[config.mk]
export PLATFORM = sky130hd
export DESIGN_NAME = div16_8_r4_seq
export DESIGN_NICKNAME = d
export VERILOG_FILES = /design/src/rtl/div_pkg.sv /design/src/rtl/div_r4_step.sv /design/src/rtl/div16_8_r4_seq.sv
export SDC_FILE = /design/constraint.sdc
export NUM_CORES = 1
export LEC_CHECK = 0
export CORE_MARGIN = 3
export CORE_UTILIZATION = 60
export DETAILED_ROUTE_END_ITERATION = 6
export GPL_ROUTABILITY_DRIVEN = 0
export PLACE_DENSITY = 0.94
export SETUP_SLACK_MARGIN = 0.3
export SLEW_MARGIN = 20
export SYNTH_ARGS = -nofsm -noshare
export SYNTH_HDL_FRONTEND = slang
export SYNTH_SLANG_ARGS = --single-unit
[constraint.sdc]
create_clock -name clk -period 7.85 [get_ports clk]
set_input_delay 2.355 -clock clk [delete_from_list [all_inputs] [get_ports clk]]
set_output_delay 2.355 -clock clk [all_outputs]
set_load 0.01 [all_outputs]
[src/rtl/div_pkg.sv]
`default_nettype none
// +----------------------------------------------------------------------------+
// | div_pkg : shared types and constants for the radix-4 sequential divider     |
// | Rev 1.0 : initial release                                                   |
// +----------------------------------------------------------------------------+
package div_pkg;

    localparam int c_n_default = 8;

    typedef enum logic [1:0] {
        IDLE = 2'd0,
        PREP = 2'd1,
        ITER = 2'd2,
        DONE = 2'd3
    } div_state_e;

    // Two quotient bits are resolved per iteration.
    function automatic int iter_count(input int n);
        return n / 2;
    endfunction

endpackage
`default_nettype wire

[src/rtl/div_r4_step.sv]
`default_nettype none
// +----------------------------------------------------------------------------+
// | div_r4_step : one radix-4 restoring step, picks digit k in 0..3 and t-k*b   |
// | Rev 1.0 : initial release                                                   |
// +----------------------------------------------------------------------------+
module div_r4_step #(
    parameter int N = 8
) (
    input  logic [N+1:0] i_t,
    input  logic [N-1:0] i_b,
    input  logic [N+1:0] i_d3,
    output logic [1:0]   o_digit,
    output logic [N-1:0] o_rem_next
);

    logic [N+1:0] w_b1;
    logic [N+1:0] w_b2;
    logic [N+1:0] w_sub;

    assign w_b1 = {2'b00, i_b};
    assign w_b2 = {1'b0, i_b, 1'b0};

    always_comb begin
        o_digit = 2'd0;
        w_sub   = '0;
        if (i_t >= i_d3) begin
            o_digit = 2'd3;
            w_sub   = i_d3;
        end else if (i_t >= w_b2) begin
            o_digit = 2'd2;
            w_sub   = w_b2;
        end else if (i_t >= w_b1) begin
            o_digit = 2'd1;
            w_sub   = w_b1;
        end
    end

    // The true difference is below b, so only the low N bits are meaningful.
    assign o_rem_next = i_t[N-1:0] - w_sub[N-1:0];

endmodule
`default_nettype wire

[src/rtl/div16_8_r4_seq.sv]
`default_nettype none
// +----------------------------------------------------------------------------+
// | div16_8_r4_seq : 2N/N unsigned radix-4 sequential divider, valid/ready I/O  |
// | Optional macro DIV_ERR_CHECK_EN enables divide-by-zero / overflow early exit|
// | Rev 1.0 : initial release                                                   |
// +----------------------------------------------------------------------------+
module div16_8_r4_seq
    import div_pkg::*;
#(
    parameter int N = c_n_default
) (
    input  logic           clk,
    input  logic           rst_n,
    input  logic           in_valid,
    output logic           in_ready,
    input  logic [2*N-1:0] p,
    input  logic [N-1:0]   b,
    output logic           out_valid,
    input  logic           out_ready,
    output logic [N-1:0]   q,
    output logic [N-1:0]   r,
    output logic           div_by_zero,
    output logic           overflow
);

    localparam int c_iters = iter_count(N);
    localparam int c_cw    = (c_iters > 1) ? $clog2(c_iters) : 1;
    localparam logic [c_cw-1:0] c_last = c_cw'(c_iters - 1);

    div_state_e r_state;
    div_state_e w_next;

    logic [2*N-1:0] r_p;
    logic [N-1:0]   r_b;
    logic [N+1:0]   r_d3;
    logic [N-1:0]   r_rem;
    logic [N-1:0]   r_lo;
    logic [N-1:0]   r_q;
    logic [c_cw-1:0] r_cnt;

    logic [N+1:0]   w_d3;
    logic [N+1:0]   w_t;
    logic [1:0]     w_digit;
    logic [N-1:0]   w_rem_next;
    logic           w_err;
    logic           w_last;

    assign w_d3   = {2'b00, r_b} + {1'b0, r_b, 1'b0};
    assign w_t    = {r_rem, r_lo[N-1:N-2]};
    assign w_last = (r_cnt == c_last);

`ifdef DIV_ERR_CHECK_EN
    logic w_dz;
    logic w_ov;
    logic r_dz;
    logic r_ov;

    assign w_dz  = (r_b == '0);
    assign w_ov  = !w_dz && (r_p[2*N-1:N] >= r_b);
    assign w_err = w_dz || w_ov;
    assign div_by_zero = r_dz;
    assign overflow    = r_ov;
`else
    assign w_err       = 1'b0;
    assign div_by_zero = 1'b0;
    assign overflow    = 1'b0;
`endif

    div_r4_step #(.N(N)) u_step (
        .i_t        (w_t),
        .i_b        (r_b),
        .i_d3       (r_d3),
        .o_digit    (w_digit),
        .o_rem_next (w_rem_next)
    );

    always_ff @(posedge clk) begin
        if (!rst_n) r_state <= IDLE;
        else        r_state <= w_next;
    end

    always_comb begin
        w_next = r_state;
        case (r_state)
            IDLE:    if (in_valid) w_next = PREP;
            PREP:    w_next = w_err ? DONE : ITER;
            ITER:    if (w_last) w_next = DONE;
            DONE:    if (out_ready) w_next = IDLE;
            default: w_next = IDLE;
        endcase
    end

    always_ff @(posedge clk) begin
        if (!rst_n) begin
            r_p   <= '0;
            r_b   <= '0;
            r_d3  <= '0;
            r_rem <= '0;
            r_lo  <= '0;
            r_q   <= '0;
            r_cnt <= '0;
`ifdef DIV_ERR_CHECK_EN
            r_dz  <= 1'b0;
            r_ov  <= 1'b0;
`endif
        end else begin
            case (r_state)
                IDLE: begin
                    if (in_valid) begin
                        r_p <= p;
                        r_b <= b;
                    end
                end
                PREP: begin
                    r_d3  <= w_d3;
                    r_rem <= r_p[2*N-1:N];
                    r_lo  <= r_p[N-1:0];
                    r_cnt <= '0;
`ifdef DIV_ERR_CHECK_EN
                    r_dz  <= w_dz;
                    r_ov  <= w_ov;
                    // Error results overwrite the initial remainder load.
                    if (w_dz) begin
                        r_q   <= '1;
                        r_rem <= r_p[N-1:0];
                    end else if (w_ov) begin
                        r_q   <= '1;
                        r_rem <= '0;
                    end
`endif
                end
                ITER: begin
                    r_rem <= w_rem_next;
                    r_lo  <= {r_lo[N-3:0], 2'b00};
                    r_q   <= {r_q[N-3:0], w_digit};
                    r_cnt <= r_cnt + c_cw'(1);
                end
                default: ;
            endcase
        end
    end

    assign in_ready  = (r_state == IDLE);
    assign out_valid = (r_state == DONE);
    assign q         = r_q;
    assign r         = r_rem;

endmodule
`default_nettype wire

==> impl_metrics.tcl, run 1 <==
set metrics [dict create \
    clk_latency_ns 0.34 \
    vias 3279 \
    regToRegEndpoint "r[7]" \
    cp_top_family "compound AO/OA/AOI/OAI gates" \
    r2r_cells 16 \
    synthAdderAreaFrac_pct 16.2 \
    h-tree-depth 3 \
    p_sw_share_pct 43.3 \
    cts_tree "built" \
    grt_usage_pct 25.1 \
    drive_gt1_share_pct 5.18 \
    fin_crit_ns 3.97 \
    critPathLaunchType "register" \
    worstPathArrival_ns 4.25 \
    critical_path.max_stage_delay_ns 0.48 \
    fin_tns_setup_ns 0 \
    intPower_mw 1.13 \
    die_x_microns 86.3 \
    hold_buffers 0 \
    finish.utilization_pct 75.0 \
    p_clk_share_pct 17.4 \
    antenna_cells 0 \
    use_met1_pct 29.9 \
    die_area_sq_um 7450 \
    dp_hpwl_microns 6350 \
    seqPwrFrac_pct 23.5 \
    yosys-top-cells-area "dfxtp_1 32%, ha_1 15%, nand2_1 6.8%" \
    yosys.area_share.simple_pct 16.5 \
    synth.avg_cell_area_sq_um 8.73 \
    synth_edf_count 0 \
    fillCellCount 430 \
    holdPathStages 2 \
    hold_end "r_p[10]" \
    vias_per_cell 5.88 \
    coreArea_sq_um 6100 \
    yosys.area_share.xor_xnor_pct 2.49 \
    critPathLaunch "r_b[6]" \
    routed_wl_microns 8950 \
    yosysTopAreaCellShare_pct 32.1 \
    timing.max_cap.violations 0 \
    grt_start_max_net_pins 66 \
    syn_to_final_growth_pct 18.1 \
    wl_per_cell_microns 16.0 \
    r2r_start "r_b[6]" \
    synth_top_cell_by_area "dfxtp_1" \
    fin_nets 555 \
    setup_viol 0 \
    required_ns 8.13 \
    synth_top_family_by_area "compound AO/OA/AOI/OAI gates" \
    synthMuxAreaShare_pct 6.76 \
    hp-class "reg -> reg" \
    syn_area_sq_um 3870 \
    p_per_area_nw_per_um2 437 \
    async_flop_share_pct 0 \
    rsz0062_at_grt "false" \
    hp-start "r_p[10]" \
    antenna_found_initial 0 \
    start_util_pct 63.5 \
    critPathBufInv 1 \
    grt.overflow.total 0 \
    yosysUniqueCellTypes 48 \
    slowest_stage "dfxtp_1" \
    use_met3_pct 5.61 \
    ys_ff_latch 62 \
    io_buffers 45 \
    critPathKind "reg -> reg" \
    ys_warn_count 0 \
    drc 0 \
    yosysSeqAreaShare_pct 32.1 \
    ios 48 \
    busiest_layer "met2" \
    drv_slew 0 \
    grt_pass1_wl_microns 15000 \
    drt_iter0_drc 214 \
    core.rowCount 28 \
    fin_skew_ns 0.00627 \
    ys.flop_type "dfxtp_1" \
    p_sw_mw 0.865 \
    clk_path_buf_depth 2 \
    clockRootBuffer "clkbuf_8" \
    fmax_mhz 252 \
    path_max_fanout 9 \
    cts_setup_buffers 0 \
    dieHeight_microns 86.3 \
    worst_pin_slew_ns 1.03 \
    leakage_nw 1.95 \
    cts_made_buffers 9 \
    grt_use_met2_pct 44.9 \
    fin_crit_sh_pct 50.6 \
    ff2ff_setup_slack_ns 3.88 \
    p_comb_share_pct 59.1 \
    status "complete, no violations" \
    path_clk_slew_ns 0.07 \
    cts_sinks 62 \
    syn-instance-count 443 \
    synth_compound_area_share_pct 20.8 \
    drt-pass1-iter-count 4 \
    grt_pass1_vias 3349 \
    end_kind "register" \
    finalHoldViolCount 0 \
    ant_nets 0 \
    cts-resized-gates 0 \
    maxSlewHeadroom_pct 31.2 \
    ir_worst_vdd_mv 0.257 \
    crit_chain "inv_1 -> ha_1 -> a21o_1 -> a211oi_2 -> o211ai_4 -> a21oi_2 -> a221oi_1 -> a21o_1 -> ha_1 -> and3_1 -> a21oi_1 -> a31oi_1 -> xnor2_1 -> nor3_1 -> mux2_1 -> nor2_1" \
]
[cells in the final DEF (no fill, tap or decap), drive strengths merged, types with 3 or more instances in the layout]
| cell | instances |
|---|---|
| a21boi | 24 |
| a21o | 14 |
| a21oi | 23 |
| a221oi | 7 |
| and2 | 4 |
| buf | 3 |
| bufinv | 3 |
| clkbuf | 9 |
| clkdlybuf4s50 | 44 |
| dfxtp | 62 |
| ha | 47 |
| inv | 27 |
| mux2i | 25 |
| nand2 | 70 |
| nand2b | 4 |
| nand3 | 5 |
| nand4 | 6 |
| nor2 | 10 |
| nor2b | 25 |
| nor3 | 4 |
| o211a | 10 |
| o211ai | 3 |
| o21ai | 15 |
| xnor2 | 7 |
| xor2 | 4 |
[power groups by stage]
stage	clock network [mW]	logic, mW	registers [mW]
floorplan	0	0.910	0.453
global placement	0	1.10	0.468
detailed placement	0	1.15	0.473
CTS	0.351	1.17	0.467
global route	0.363	1.31	0.477
finish	0.348	1.18	0.469
[final cells by class]
| class | count | area, sq um | share of cell area [%] |
|---|---|---|---|
| multi-input combinational | 333 | 2440 | 53.3 |
| sequential | 62 | 1240 | 27.2 |
| timing repair buffer | 47 | 460 | 10.1 |
| clock buffer | 9 | 124 | 2.71 |
| tap | 75 | 93.8 | 2.05 |
| clock inverter | 7 | 120 | 2.63 |
| inverter | 25 | 93.8 | 2.05 |
[kinds of logic (layout without fill, tap and decap cells)]
group	after synthesis	count (layout)
simple gates	135	135
compound gates	110	110
flops	62	62
fa+ha+maj	49	49
buf+inv	49	88
mux	26	26
xor+xnor	11	11
other cells	1	2
[stage by stage]
stage	cells	setup WS (ns)	area, sq um	power (mW)	hold slack (ns)
final	558	3.88	4570	2.00	0.464
after global routing	558	3.62	4570	2.15	0.488
after CTS	558	3.89	4570	1.99	0.469
after detailed placement	542	3.83	4330	1.63	0.460
after global placement	542	3.95	4330	1.56	0.453
after floorplan	444	4.42	3870	1.36	0.443
[layer usage]
| metal | part of all wire [%] | up-vias |
|---|---|---|
| li1 | - | 1617 |
| met4 | 2.0 | 0 |
| met2 | 50 | 106 |
| met3 | 6.9 | 19 |
| met5 | 0 | - |
| met1 | 41 | 1537 |
[worst reg2reg max path: cells and delay by family, from the launching register on]
| family | cells | cell delay, ns |
|---|---|---|
| buffers and inverters | 1 | 0.14 |
| DFF | 1 | 0.48 |
| AOI/OAI and AO/OA | 8 | 1.66 |
| xor gates and xnor gates | 1 | 0.31 |
| muxes | 1 | 0.29 |
| adders and majority gates | 2 | 0.67 |
| and+or+nand+nor | 3 | 0.36 |
[state kept, by name, summed over array words and instances, names as in the netlist]
name,flops
r_state,2
r_d3,10
r_b,8
r_lo,8
r,8
r_cnt,2
r_p,16
q,8
[Yosys cell counts, types with 7 or more instances]
master / n
nor2b_1: 25
a21o_1: 14
xnor2_1: 7
o211a_1: 10
a221oi_1: 7
nand2_1: 70
inv_1: 25
a21oi_1: 22
o21ai_0: 14
a21boi_0: 24
mux2i_1: 25
ha_1: 47
clkbuf_1: 18
nor2_1: 10
dfxtp_1: 62
[worst max-delay path by stage]
stage / slack [ns] / depth (start not counted) / to
finish: 3.88 / 16 / r[7]
global placement: 3.95 / 4 / r_b[5]
detailed placement: 3.83 / 4 / r_p[14]
floorplan: 4.42 / 16 / r[7]
global route: 3.62 / 16 / r[7]
CTS: 3.89 / 3 / in_ready
(Power assumes the default switching activity.)
==> run 2: changes to the inputs <==
Settings changed: CORE_UTILIZATION 60 to 56, PLACE_DENSITY 0.94 to 0.89.
Clock period 7.85 ns to 3.7 ns, I/O delays scaled along.
==> run 2 against run 1 <==
- the flow now finishes with violations (setup timing)
- clock power rose by 56%
- combinational power rose to 3.5 times the previous value
- die area rose by 6.6%
- sequential share of layout area fell by 2.9 points
- critical path depth did not move
- clock skew rose by 0.0083 ns
- design area rose by 14%
- highest routed layer unchanged
- core utilization rose by 5.1 points
- routed wire length rose by 42%
- register-to-register slack got worse by 4.0 ns
- critical endpoint unchanged
- clock-buffer cell count rose by 4
==> impl_metrics.tcl, run 2 (synthesis gave the netlist of run 1 again) <==
set metrics [dict create \
    status "finished with violations" \
    violations "setup timing" \
    whs_ns 0.464 \
    fin_skew_ns 0.0145 \
    cts_made_buffers 9 \
    grt.overflow.total 0 \
    regToRegEndpoint "r[7]" \
    seqPwrFrac_pct 17.6 \
    fin_tns_setup_ns -0.244 \
    wl_per_cell_microns 21.0 \
    critPathKind "reg -> reg" \
    dp_hpwl_microns 6870 \
    cts_tree "built" \
    fmax_mhz 261 \
    slowest_stage "dfxtp_1" \
    drt-pass1-iter-count 5 \
    critical_path.max_stage_delay_ns 0.35 \
    drive_gt1_share_pct 23.7 \
    fillCellCount 386 \
    path_clk_slew_ns 0.08 \
    rsz0062_at_grt "true" \
    drc 0 \
    maxSlewHeadroom_pct 41.3 \
    end_kind "register" \
    hold_buffers 0 \
    p_comb_share_pct 72.9 \
    crit_chain "buf_4 -> ha_1 -> a41o_1 -> nand4_1 -> a21oi_4 -> a22o_1 -> o21ai_1 -> ha_1 -> nor2b_2 -> o2111ai_2 -> a31oi_4 -> xnor2_1 -> buf_4 -> nor3b_2 -> mux2_4 -> nor2_2" \
    die_area_sq_um 7940 \
    regMostFlops "r_p" \
    top_regs "r_p: 16 flops, r_d3: 10 flops" \
    cp_top_family "compound AO/OA/AOI/OAI gates" \
    drv_slew 0 \
    worst_pin_slew_ns 0.878 \
    worstPathArrival_ns 4.12 \
    ant_nets 0 \
    io_buffers 45 \
    timing.max_cap.violations 0 \
    finish.utilization_pct 80.1 \
    fin_crit_ns 3.83 \
    placed_area_sq_um 4450 \
    coreArea_sq_um 6530 \
    grt_pass1_wl_microns 16900 \
    holdPathStages 2 \
    r2r_cells 16 \
    critPathLaunch "r[0]" \
    leakage_nw 2.18 \
    p_sw_mw 2.58 \
    fin_nets 600 \
    grt_usage_pct 28.2 \
    vias_per_cell 6.23 \
    fin_crit_sh_pct 103 \
    vias 3767 \
    hp-class "reg -> reg" \
    grt_pass1_vias 3582 \
    syn_to_final_growth_pct 35.2 \
    path_max_fanout 5 \
    critPathLaunchType "register" \
    drt_iter0_drc 316 \
    clockRootBuffer "clkbuf_8" \
    finalWorstSetupSlack_ns -0.127 \
    r2r_start "r[0]" \
    intPower_mw 3.11 \
    hold_end "r_p[7]" \
    p_sw_share_pct 45.4 \
    finalHoldViolCount 0 \
    p_per_area_nw_per_um2 1090 \
    ff2ff_setup_slack_ns -0.13 \
    h-tree-depth 3 \
    clk_path_buf_depth 2 \
    p_clk_share_pct 9.6 \
    finalInstanceArea_sq_um 5230 \
    start_util_pct 59.2 \
    cts_sinks 62 \
    core.rowCount 29 \
    ios 48 \
    required_ns 3.99 \
    critPathBufInv 2 \
    dieHeight_microns 89.1 \
    hp-start "r_p[7]" \
    clk_latency_ns 0.36 \
    grt_start_max_net_pins 31 \
    setup_viol 2 \
    antenna_cells 0 \
    layout_commonest_cell "nand2_1" \
    ir_worst_vdd_mv 0.636 \
    antenna_found_initial 0 \
    largest_register_ffs 16 \
    layout_common_cells "70 x nand2_1, 49 x dfxtp_1, 45 x clkdlybuf4s50_1, 41 x buf_4, 32 x ha_1" \
    die_x_microns 89.1 \
    routed_wl_microns 12700 \
]
## run 2: cell types whose count changed in the layout (fill, tap and decap cells not counted), sizes merged
| cell | change |
|---|---|
| buf | +44 |
| bufinv | -3 |
| clkbuf | +4 |
| clkdlybuf4s50 | +1 |
| clkinvlp | +2 |
| inv | -3 |
## run 2: per-layer routing
layer	vias up	share of wire (%)	GRT usage (%)
li1	1701	-	-
met1	1771	38	32.2
met2	210	48	48.4
met3	85	7.8	6.82
met4	0	7.0	14.9
met5	-	0	0
## run 2: metrics by stage
stage | setup WS [ns] | power, mW | cells
floorplan | 0.323 | 2.91 | 444
global placement | 0.229 | 3.43 | 558
detailed placement | 0.00693 | 3.55 | 558
CTS | 0.302 | 4.60 | 585
global route | -0.259 | 5.95 | 605
finish | -0.127 | 5.68 | 605
## run 2: final cells by class
cell class	instances	area (sq um)	share of cell area (%)
flip-flops and latches	62	1270	24.3
repair buffers	92	822	15.7
clock buffers	13	149	2.85
well taps	77	96.3	1.84
clock inverters	3	20.0	0.383
multi-input cells	333	2770	53.0
inverters	25	103	1.96
## run 2: how the worst max path moves through the flow
stage | end | slack (ns) | depth (start not counted)
after global placement | r[7] | 0.23 | 17
after detailed placement | r[7] | 0.007 | 17
after floorplan | r[7] | 0.32 | 16
after global routing | r[6] | -0.26 | 17
final | r[7] | -0.13 | 16
after CTS | r[7] | 0.30 | 18
## run 2: power groups by stage
stage | registers (mW) | logic, mW | clock network (mW)
final | 0.998 | 4.14 | 0.543
after global placement | 0.958 | 2.47 | 0
after global routing | 1.01 | 4.37 | 0.575
after CTS | 0.971 | 3.10 | 0.533
after detailed placement | 0.970 | 2.58 | 0
after floorplan | 0.961 | 1.95 | 0
## run 2: repair_timing
item / CTS / global route
gates resized for setup: 32 / 45
gates cloned: 2 / 0
buffers inserted: 9 / 20
pin swaps: 9 / 25
setup endpoints to repair: 2 / 4
## run 2: worst reg2reg max path, delay by kind of cell (launching register included)
family | cells | cell delay (ns)
AOI/OAI and AO/OA | 6 | 1.39
buffers and inverters | 2 | 0.33
DFF | 1 | 0.35
adders and majority gates | 2 | 0.56
xor gates and xnor gates | 1 | 0.14
muxes | 1 | 0.28
and+or+nand+nor | 4 | 0.71
==> run 3: changes to the inputs <==
Settings changed: CORE_UTILIZATION 56 to 45, PLACE_DENSITY 0.89 to 0.76, TNS_END_PERCENT set to 1.
==> run 3 against run 2 <==
- the flow now finishes without violations
- routed wire length fell by 21%
- worst hold slack improved by 0.0017 ns
- setup slack improved by 0.32 ns
- sequential share of layout area rose by 0.92 points
- global-route usage fell by 9.1 points
- core utilization fell by 20 points
- sequential cell count did not move
- clock skew fell by 0.0069 ns
- via count fell by 9.1%
- clock power barely moved
==> impl_metrics.tcl, run 3 (synthesis gave the netlist of run 1 again) <==
set metrics [dict create \
    status "complete, no violations" \
    cts_sinks 62 \
    clk_latency_ns 0.35 \
    ios 48 \
    grt.overflow.total 0 \
    grt_start_max_net_pins 46 \
    drv_slew 0 \
    wl_per_cell_microns 16.1 \
    rsz0062_at_grt "true" \
    required_ns 3.94 \
    maxSlewHeadroom_pct 42.2 \
    end_kind "register" \
    fin_nets 586 \
    p_per_area_nw_per_um2 973 \
    fin_skew_ns 0.00760 \
    critPathLaunchType "register" \
    worst_pin_slew_ns 0.865 \
    fin_crit_sh_pct 94.8 \
    start_util_pct 46.6 \
    clk_path_buf_depth 2 \
    drc 0 \
    vias 3425 \
    fillCellCount 672 \
    syn_to_final_growth_pct 29.2 \
    layout_commonest_cell "nand2_1" \
    io_buffers 45 \
    cts_made_buffers 9 \
    ant_nets 0 \
    critPathKind "reg -> reg" \
    cts_tree "built" \
    setup_viol 0 \
    grt_pass1_vias 3312 \
    die_x_microns 98.7 \
    core.rowCount 33 \
    multi_input_area_sq_um 2630 \
    top_regs "r_p: 16 flops, r_d3: 10 flops" \
    path_max_fanout 8 \
    dp_hpwl_microns 6930 \
    coreArea_sq_um 8300 \
    path_clk_slew_ns 0.07 \
    grt_usage_pct 19.1 \
    hp-class "reg -> reg" \
    vias_per_cell 5.53 \
    layout_common_cells "70 x nand2_1, 53 x dfxtp_1, 44 x clkdlybuf4s50_1, 37 x ha_1, 31 x buf_4" \
    largest_register_ffs 16 \
    ir_worst_vdd_mv 0.520 \
    fin_crit_ns 3.51 \
    die_area_sq_um 9750 \
    leakage_nw 2.11 \
    fmax_mhz 285 \
    finalInstanceArea_sq_um 5000 \
    dieHeight_microns 98.7 \
    drive_gt1_share_pct 17.5 \
    fin_tns_setup_ns 0 \
    h-tree-depth 3 \
    regArea_sq_um 1260 \
    routed_wl_microns 9990 \
    grt_pass1_wl_microns 15200 \
    worstPathArrival_ns 3.74 \
    clockRootBuffer "clkbuf_8" \
    regMostFlops "r_p" \
    timing.max_cap.violations 0 \
    drt_iter0_drc 162 \
    placed_area_sq_um 4490 \
    antenna_found_initial 0 \
    finalHoldViolCount 0 \
    antenna_cells 0 \
    drt-pass1-iter-count 5 \
]
run 3: cell types whose count changed in the layout (fill, tap and decap cells not counted), moves of 2 or more:
| cell | delta |
|---|---|
| inv_4 | -2 |
| ha_4 | -5 |
| a221oi_1 | +2 |
| dfxtp_2 | -2 |
| ha_1 | +5 |
| dfxtp_1 | +4 |
| inv_1 | +4 |
| clkbuf_1 | -2 |
| buf_4 | -10 |
| buf_6 | -2 |
| dfxtp_4 | -2 |
run 3: path summary, 6_finish.rpt:
kind         startpoint  endpoint  slack [ns]  cells past startpoint
min             r_p[10]   r_p[10]        0.47                      2
min reg2reg     r_p[10]   r_p[10]        0.47                      2
max              r_b[7]      r[7]        0.19                     18
max reg2reg      r_b[7]      r[7]        0.19                     18
run 3: power breakdown:
part,leakage (nW),switching [mW],internal [mW]
sequential,0.511,0.130,0.835
clock,0.0857,0.280,0.261
combinational,1.51,1.72,1.63
run 3: final cells by class:
type	instances	share of cell area [%]
clock buffer	11	2.83
clock inverter	5	0.676
inverter	25	1.88
multi-input combinational	333	52.6
sequential	62	25.2
tap	105	2.63
timing repair buffer	78	14.2
run 3: critical path, cell delays in order (launching register included):
cell       delay (ns)
dfxtp_4          0.38
inv_1            0.09
ha_1             0.33
nand3_1          0.13
a21oi_1          0.06
a211oi_1         0.23
buf_4            0.18
a21oi_4          0.08
a22o_1           0.26
o21ai_2          0.21
ha_1             0.27
nor2b_4          0.13
o2111ai_2        0.22
a31oi_1          0.14
xnor2_1          0.17
buf_4            0.15
buf_4            0.12
o211ai_1         0.17
nor2_1           0.06
run 3: what timing repair did:
action | 4_1_cts | 5_1_grt
hold buffers | 0 | 0
gates resized for setup | 8 | 37
pin swaps | 3 | 20
buffers inserted | 7 | 8
endpoints found under the setup margin | 3 | 4
run 3: through the flow:
step,setup WS (ns),util (%),cells,power (mW),hold WS [ns]
after CTS,0.302,57.2,611,4.30,0.469
after global routing,0.0561,60.2,619,5.19,0.484
after detailed placement,0.0591,54.1,588,3.57,0.458
after floorplan,0.323,-,444,2.91,0.443
after global placement,0.174,54.1,588,3.49,0.452
final,0.194,60.2,619,4.86,0.466
run 3: layer usage:
metal	global-route usage (%)	wire length, microns	part of all wire [%]	vias to the layer above
li1	-	-	-	1671
met1	23.9	4240	42	1633
met2	32.4	5040	50	94
met3	5.10	457	4.6	27
met4	5.67	251	2.5	0
met5	0	0	0	-
==> patch 1: new RTL, flow settings as in run 2 <==
Set the package constant `c_n_default` to 4 (it was 8).
--- a/src/rtl/div_pkg.sv
+++ b/src/rtl/div_pkg.sv
@@ -5,7 +5,7 @@
 // +----------------------------------------------------------------------------+
 package div_pkg;
 
-    localparam int c_n_default = 8;
+    localparam int c_n_default = 4;
 
     typedef enum logic [1:0] {
         IDLE = 2'd0,
Interface: changed (resized b, p, q and r); port bits go from 48 to 28. The function was not compared with the original's and may differ.
==> patch 1 against run 2 <==
Non-clock buffer count fell by 61; total power down 64%; final area fell by 53%; via count shrank 56%; routed wire length down 64%; sequential cell count shrank 29; synthesized area shrank 47%; largest cell class unchanged; first-iteration DRC count is 69% lower; count of clock-buffer cells in the layout down 6; final cell count is 50% lower; largest power group unchanged; clock power down 61%; die area shrank 44%; critical endpoint is now r[3]$_SDFFE_PN0P_; setup slack improved by 0.54 ns.
==> patch 1: results <==
export IMPL_use_met2_pct=36.06
export IMPL_ir_drop_mv=0.5041
export IMPL_antenna_cells=0
export IMPL_numCtsBuffers=5
export IMPL_dp_slack_ns=0.2747
export IMPL_grt_usage_pct=21.90
export IMPL_finalClockSkew_ns=0.01260
export IMPL_whs_path_depth=2
export IMPL_synthDistinctLibCells=38
export IMPL_fillers=287
export IMPL_cts_max_level=2
export IMPL_cp_slowest_cell="a2111oi_4"
export IMPL_status="completed"
export IMPL_io_buffer_count=25
export IMPL_maxUsedRoutingLayer="met4"
export IMPL_max_stage_delay_ns=0.42
export IMPL_arrival_ns=3.58
export IMPL_cts_setup_buffers=0
export IMPL_num_nets_final=303
export IMPL_grt_pass1_wl_um=7258
export IMPL_hp_class="flip-flop to flip-flop"
export IMPL_drt_iter0_markers=97
export IMPL_wl_um=4588
export IMPL_ys_seq_area_share_pct=32.27
export IMPL_cts_resized=1
export IMPL_num_vias=1666
export IMPL_leakage_nw=1.045
export IMPL_first_pass_iters=4
export IMPL_crit_fanout=6
export IMPL_drive_above_1_share_pct=9.653
export IMPL_met3_usage_pct=5.059
export IMPL_yosys_top_cells_area="dfxtp_1, ha_1, nand2_1"
export IMPL_wl_met3_um=210
export IMPL_grt_pass1_vias=1590
export IMPL_placed_area_um2=2313
export IMPL_reg_top3="r_p x8, r_d3 x6"
export IMPL_dr_wl_met2_um=2240
export IMPL_reg2regPathDepth=14
export IMPL_met1_length_um=2066
export IMPL_cts_root_buf="clkbuf_4"
export IMPL_yosysWarnings=0
export IMPL_grt_max_degree=26
export IMPL_worst_slew_pin_slew_ns=0.7740
export IMPL_gr_usage_met1_pct=28.24
export IMPL_ys_async_sr_fraction_pct=0
export IMPL_path_clk_slew_ns=0.10
export IMPL_critical_path_top_delay_family="compound AO/OA/AOI/OAI gates"
export IMPL_antenna_found_initial=0
export IMPL_p_sw_share_pct=44.82
export IMPL_synth_common_cells="nand2_1, dfxtp_1, ha_1"
export IMPL_clockBufferDepth=2
export IMPL_dpl_hpwl_um=3139
## patch 1: path summary, 6_finish.rpt
| check | end | slack, ns | start |
|---|---|---|---|
| max | r[3]$_SDFFE_PN0P_ | 0.41 | r_b[2]$_SDFFE_PN0P_ |
| max reg2reg | r[3]$_SDFFE_PN0P_ | 0.41 | r_b[2]$_SDFFE_PN0P_ |
| min | r_p[6]$_SDFFE_PN0P_ | 0.47 | r_p[6]$_SDFFE_PN0P_ |
| min reg2reg | r_p[6]$_SDFFE_PN0P_ | 0.47 | r_p[6]$_SDFFE_PN0P_ |
## patch 1: cell type report
class / instances / share of cell area (%)
multi-input combinational: 172 / 53.65
inverter: 16 / 2.586
clock buffer: 7 / 2.231
tap: 46 / 2.333
timing repair buffer: 31 / 11.97
sequential: 33 / 27.23
## patch 1: per-stage QoR
| stage | utilization, % | power (mW) | std cells |
|---|---|---|---|
| detailed placement | 67.73 | 1.626 | 293 |
| global route | 72.23 | 2.206 | 305 |
| CTS | 69.41 | 1.840 | 300 |
| finish | 72.23 | 2.046 | 305 |
| floorplan | - | 1.340 | 233 |
| global placement | 67.73 | 1.581 | 293 |
## patch 1: power by group through the flow
| stage | registers (mW) | logic (mW) | clock network, mW |
|---|---|---|---|
| after floorplan | 0.529 | 0.811 | 0 |
| after global placement | 0.545 | 1.04 | 0 |
| after detailed placement | 0.549 | 1.08 | 0 |
| after CTS | 0.540 | 1.09 | 0.209 |
| after global routing | 0.564 | 1.41 | 0.228 |
| final | 0.551 | 1.28 | 0.211 |
## patch 1: logic make-up after synthesis
group,Yosys count,share of synthesized area [%]
AOI/OAI and AO/OA,57,20.84
adders and majority gates,28,17.85
buffers and inverters,28,5.501
other,1,0.1832
muxes,13,6.418
DFF,33,32.27
xor gates and xnor gates,4,1.711
and+or+nand+nor,68,15.22
==> patch 2: new RTL, config.mk and constraints of run 2 <==
Without the edit above. The 4 states of `div_state_e` get a one-hot encoding in 4 bits.
--- a/src/rtl/div_pkg.sv
+++ b/src/rtl/div_pkg.sv
@@ -7,11 +7,11 @@
 
     localparam int c_n_default = 8;
 
-    typedef enum logic [1:0] {
-        IDLE = 2'd0,
-        PREP = 2'd1,
-        ITER = 2'd2,
-        DONE = 2'd3
+    typedef enum logic [3:0] {
+        IDLE = 4'b0001,
+        PREP = 4'b0010,
+        ITER = 4'b0100,
+        DONE = 4'b1000
     } div_state_e;
 
     // Two quotient bits are resolved per iteration.
Check against the original RTL: same outputs for any inputs over 4 cycles, from zero or initial values and one cycle with rst_n low; so few cycles prove little.
==> patch 2 against run 2 <==
Setup slack better by 0.20 ns; synthesized area fell by 4.1%; final area up 0.14%; sequential cell count up 2; total power increased by 3.5%; count of clock-buffer cells in the layout decreased by 3; non-clock buffer count unchanged; routed wire length is 19% higher; largest cell class unchanged; global-route usage grew 4.3 points.
==> patch 2: results <==
export IMPL_numCtsBuffers=9
export IMPL_clock_latency_ns=0.36
export IMPL_grt_usage_pct=32.47
export IMPL_grt_pass1_wl_um=19100
export IMPL_ys_seq_area_share_pct=34.54
export IMPL_drt_iter0_markers=691
export IMPL_cts_max_level=3
export IMPL_ir_drop_mv=1.388
export IMPL_num_nets_final=612
export IMPL_rrSetupSlack_ns=0.07
export IMPL_placed_area_um2=4399
export IMPL_leakage_nw=2.126
export IMPL_num_vias=4262
export IMPL_reg2regPathDepth=16
export IMPL_drive_above_1_share_pct=25.92
export IMPL_worst_r2r_startpoint="r[0]$_SDFFE_PN0N_"
export IMPL_synthDistinctLibCells=57
export IMPL_grt_pass1_vias=3788
export IMPL_grt_max_degree=39
export IMPL_reg_top3="r_p x16, r_d3 x10"
export IMPL_wl_per_cell_um=24.26
export IMPL_dpl_hpwl_um=7352
export IMPL_first_pass_iters=6
export IMPL_cp_slowest_cell="o31a_4"
export IMPL_max_stage_delay_ns=0.45
export IMPL_whs_endpoint="r_p[1]$_SDFFE_PN0P_"
export IMPL_fillers=351
export IMPL_status="completed"
export IMPL_yosys_top_cells_area="dfxtp_1, ha_1, nand2_1"
export IMPL_synth_common_cells="nand2_1, dfxtp_1, a21oi_1"
export IMPL_r2r_end="r[7]$_SDFFE_PN0N_"
export IMPL_clockBufferDepth=2
export IMPL_finalClockSkew_ns=0.01424
export IMPL_relSlewSlack_pct=36.97
export IMPL_crit_fanout=8
export IMPL_dp_slack_ns=-0.07198
export IMPL_hp_start="r_p[1]$_SDFFE_PN0P_"
export IMPL_arrival_ns=3.87
[patch 2: worst reg2reg max path: stages, from the launching register on]
cell     delay [ns]
dfxtp_4        0.39
buf_12         0.14
ha_4           0.24
a21o_1         0.19
a31oi_2        0.19
o22ai_2        0.13
o31a_4         0.45
buf_4          0.19
a21o_1         0.22
ha_4           0.34
and3_4         0.20
a21oi_4        0.04
a31oi_4        0.22
xnor2_2        0.13
nand2_1        0.10
nor2_1         0.06
a211o_1        0.28
[patch 2: layout make-up]
type,instances,share of cell area [%]
Clock buffer,10,2.628
Clock inverter,6,1.697
Inverter,23,1.840
Multi-Input combinational cell,349,50.73
Tap cell,77,1.840
Timing Repair Buffer,92,16.11
Sequential cell,64,25.16
[patch 2: where the power goes]
group / switching (mW) / total, mW / internal, mW
logic: 2.25 / 4.17 / 1.92
registers: 0.148 / 1.00 / 0.855
clock network: 0.313 / 0.714 / 0.401
[patch 2: per-stage QoR]
stage,hold WS [ns],cells,TNS [ns],util [%],power (mW)
finish,0.4588,621,0,81.99,5.883
global route,0.4890,621,-0.002580,81.99,6.060
CTS,0.4575,603,0,76.53,4.556
detailed placement,0.4480,577,-0.07198,68.89,3.436
global placement,0.4408,577,0,68.89,3.306
floorplan,0.4313,456,0,-,2.877
[patch 2: per-layer routing]
| metal | wire [um] | GRT usage [%] | vias up |
|---|---|---|---|
| met5 | 0 | 2.797 | - |
| li1 | - | - | 1759 |
| met3 | 1711 | 6.906 | 146 |
| met1 | 5344 | 39.23 | 1940 |
| met2 | 6765 | 52.47 | 417 |
| met4 | 1244 | 19.11 | 0 |
[patch 2: worst max-delay path by stage]
stage | slack (ns) | depth (start not counted) | from | to
after CTS | 0.30 | 16 | r_lo[6]$_SDFFE_PN0N_ | r[7]$_SDFFE_PN0N_
after global placement | 0.10 | 16 | r_b[7]$_SDFFE_PN0P_ | r[7]$_SDFFE_PN0N_
after global routing | -0.003 | 17 | r_b[6]$_SDFFE_PN0P_ | r[7]$_SDFFE_PN0N_
final | 0.07 | 16 | r[0]$_SDFFE_PN0N_ | r[7]$_SDFFE_PN0N_
after floorplan | 0.30 | 17 | r_b[7]$_SDFFE_PN0P_ | r[7]$_SDFFE_PN0N_
after detailed placement | -0.07 | 17 | r_lo[7]$_SDFFE_PN0N_ | r[7]$_SDFFE_PN0N_
[patch 2: kinds of logic after synthesis]
group | count (synthesis) | synth area share (%)
flops | 64 | 34.54
compound gates | 127 | 21.82
xor+xnor | 11 | 2.597
fa+ha+maj | 45 | 15.58
mux | 3 | 0.8432
simple gates | 161 | 19.49
buf+inv | 43 | 5.025
other cells | 1 | 0.1011
[patch 2: what timing repair did]
item / CTS / global route
setup endpoints to repair: 4 / 4
pin swaps: 13 / 28
resized for setup: 40 / 40
cloned: 0 / 0
buffers inserted: 10 / 18
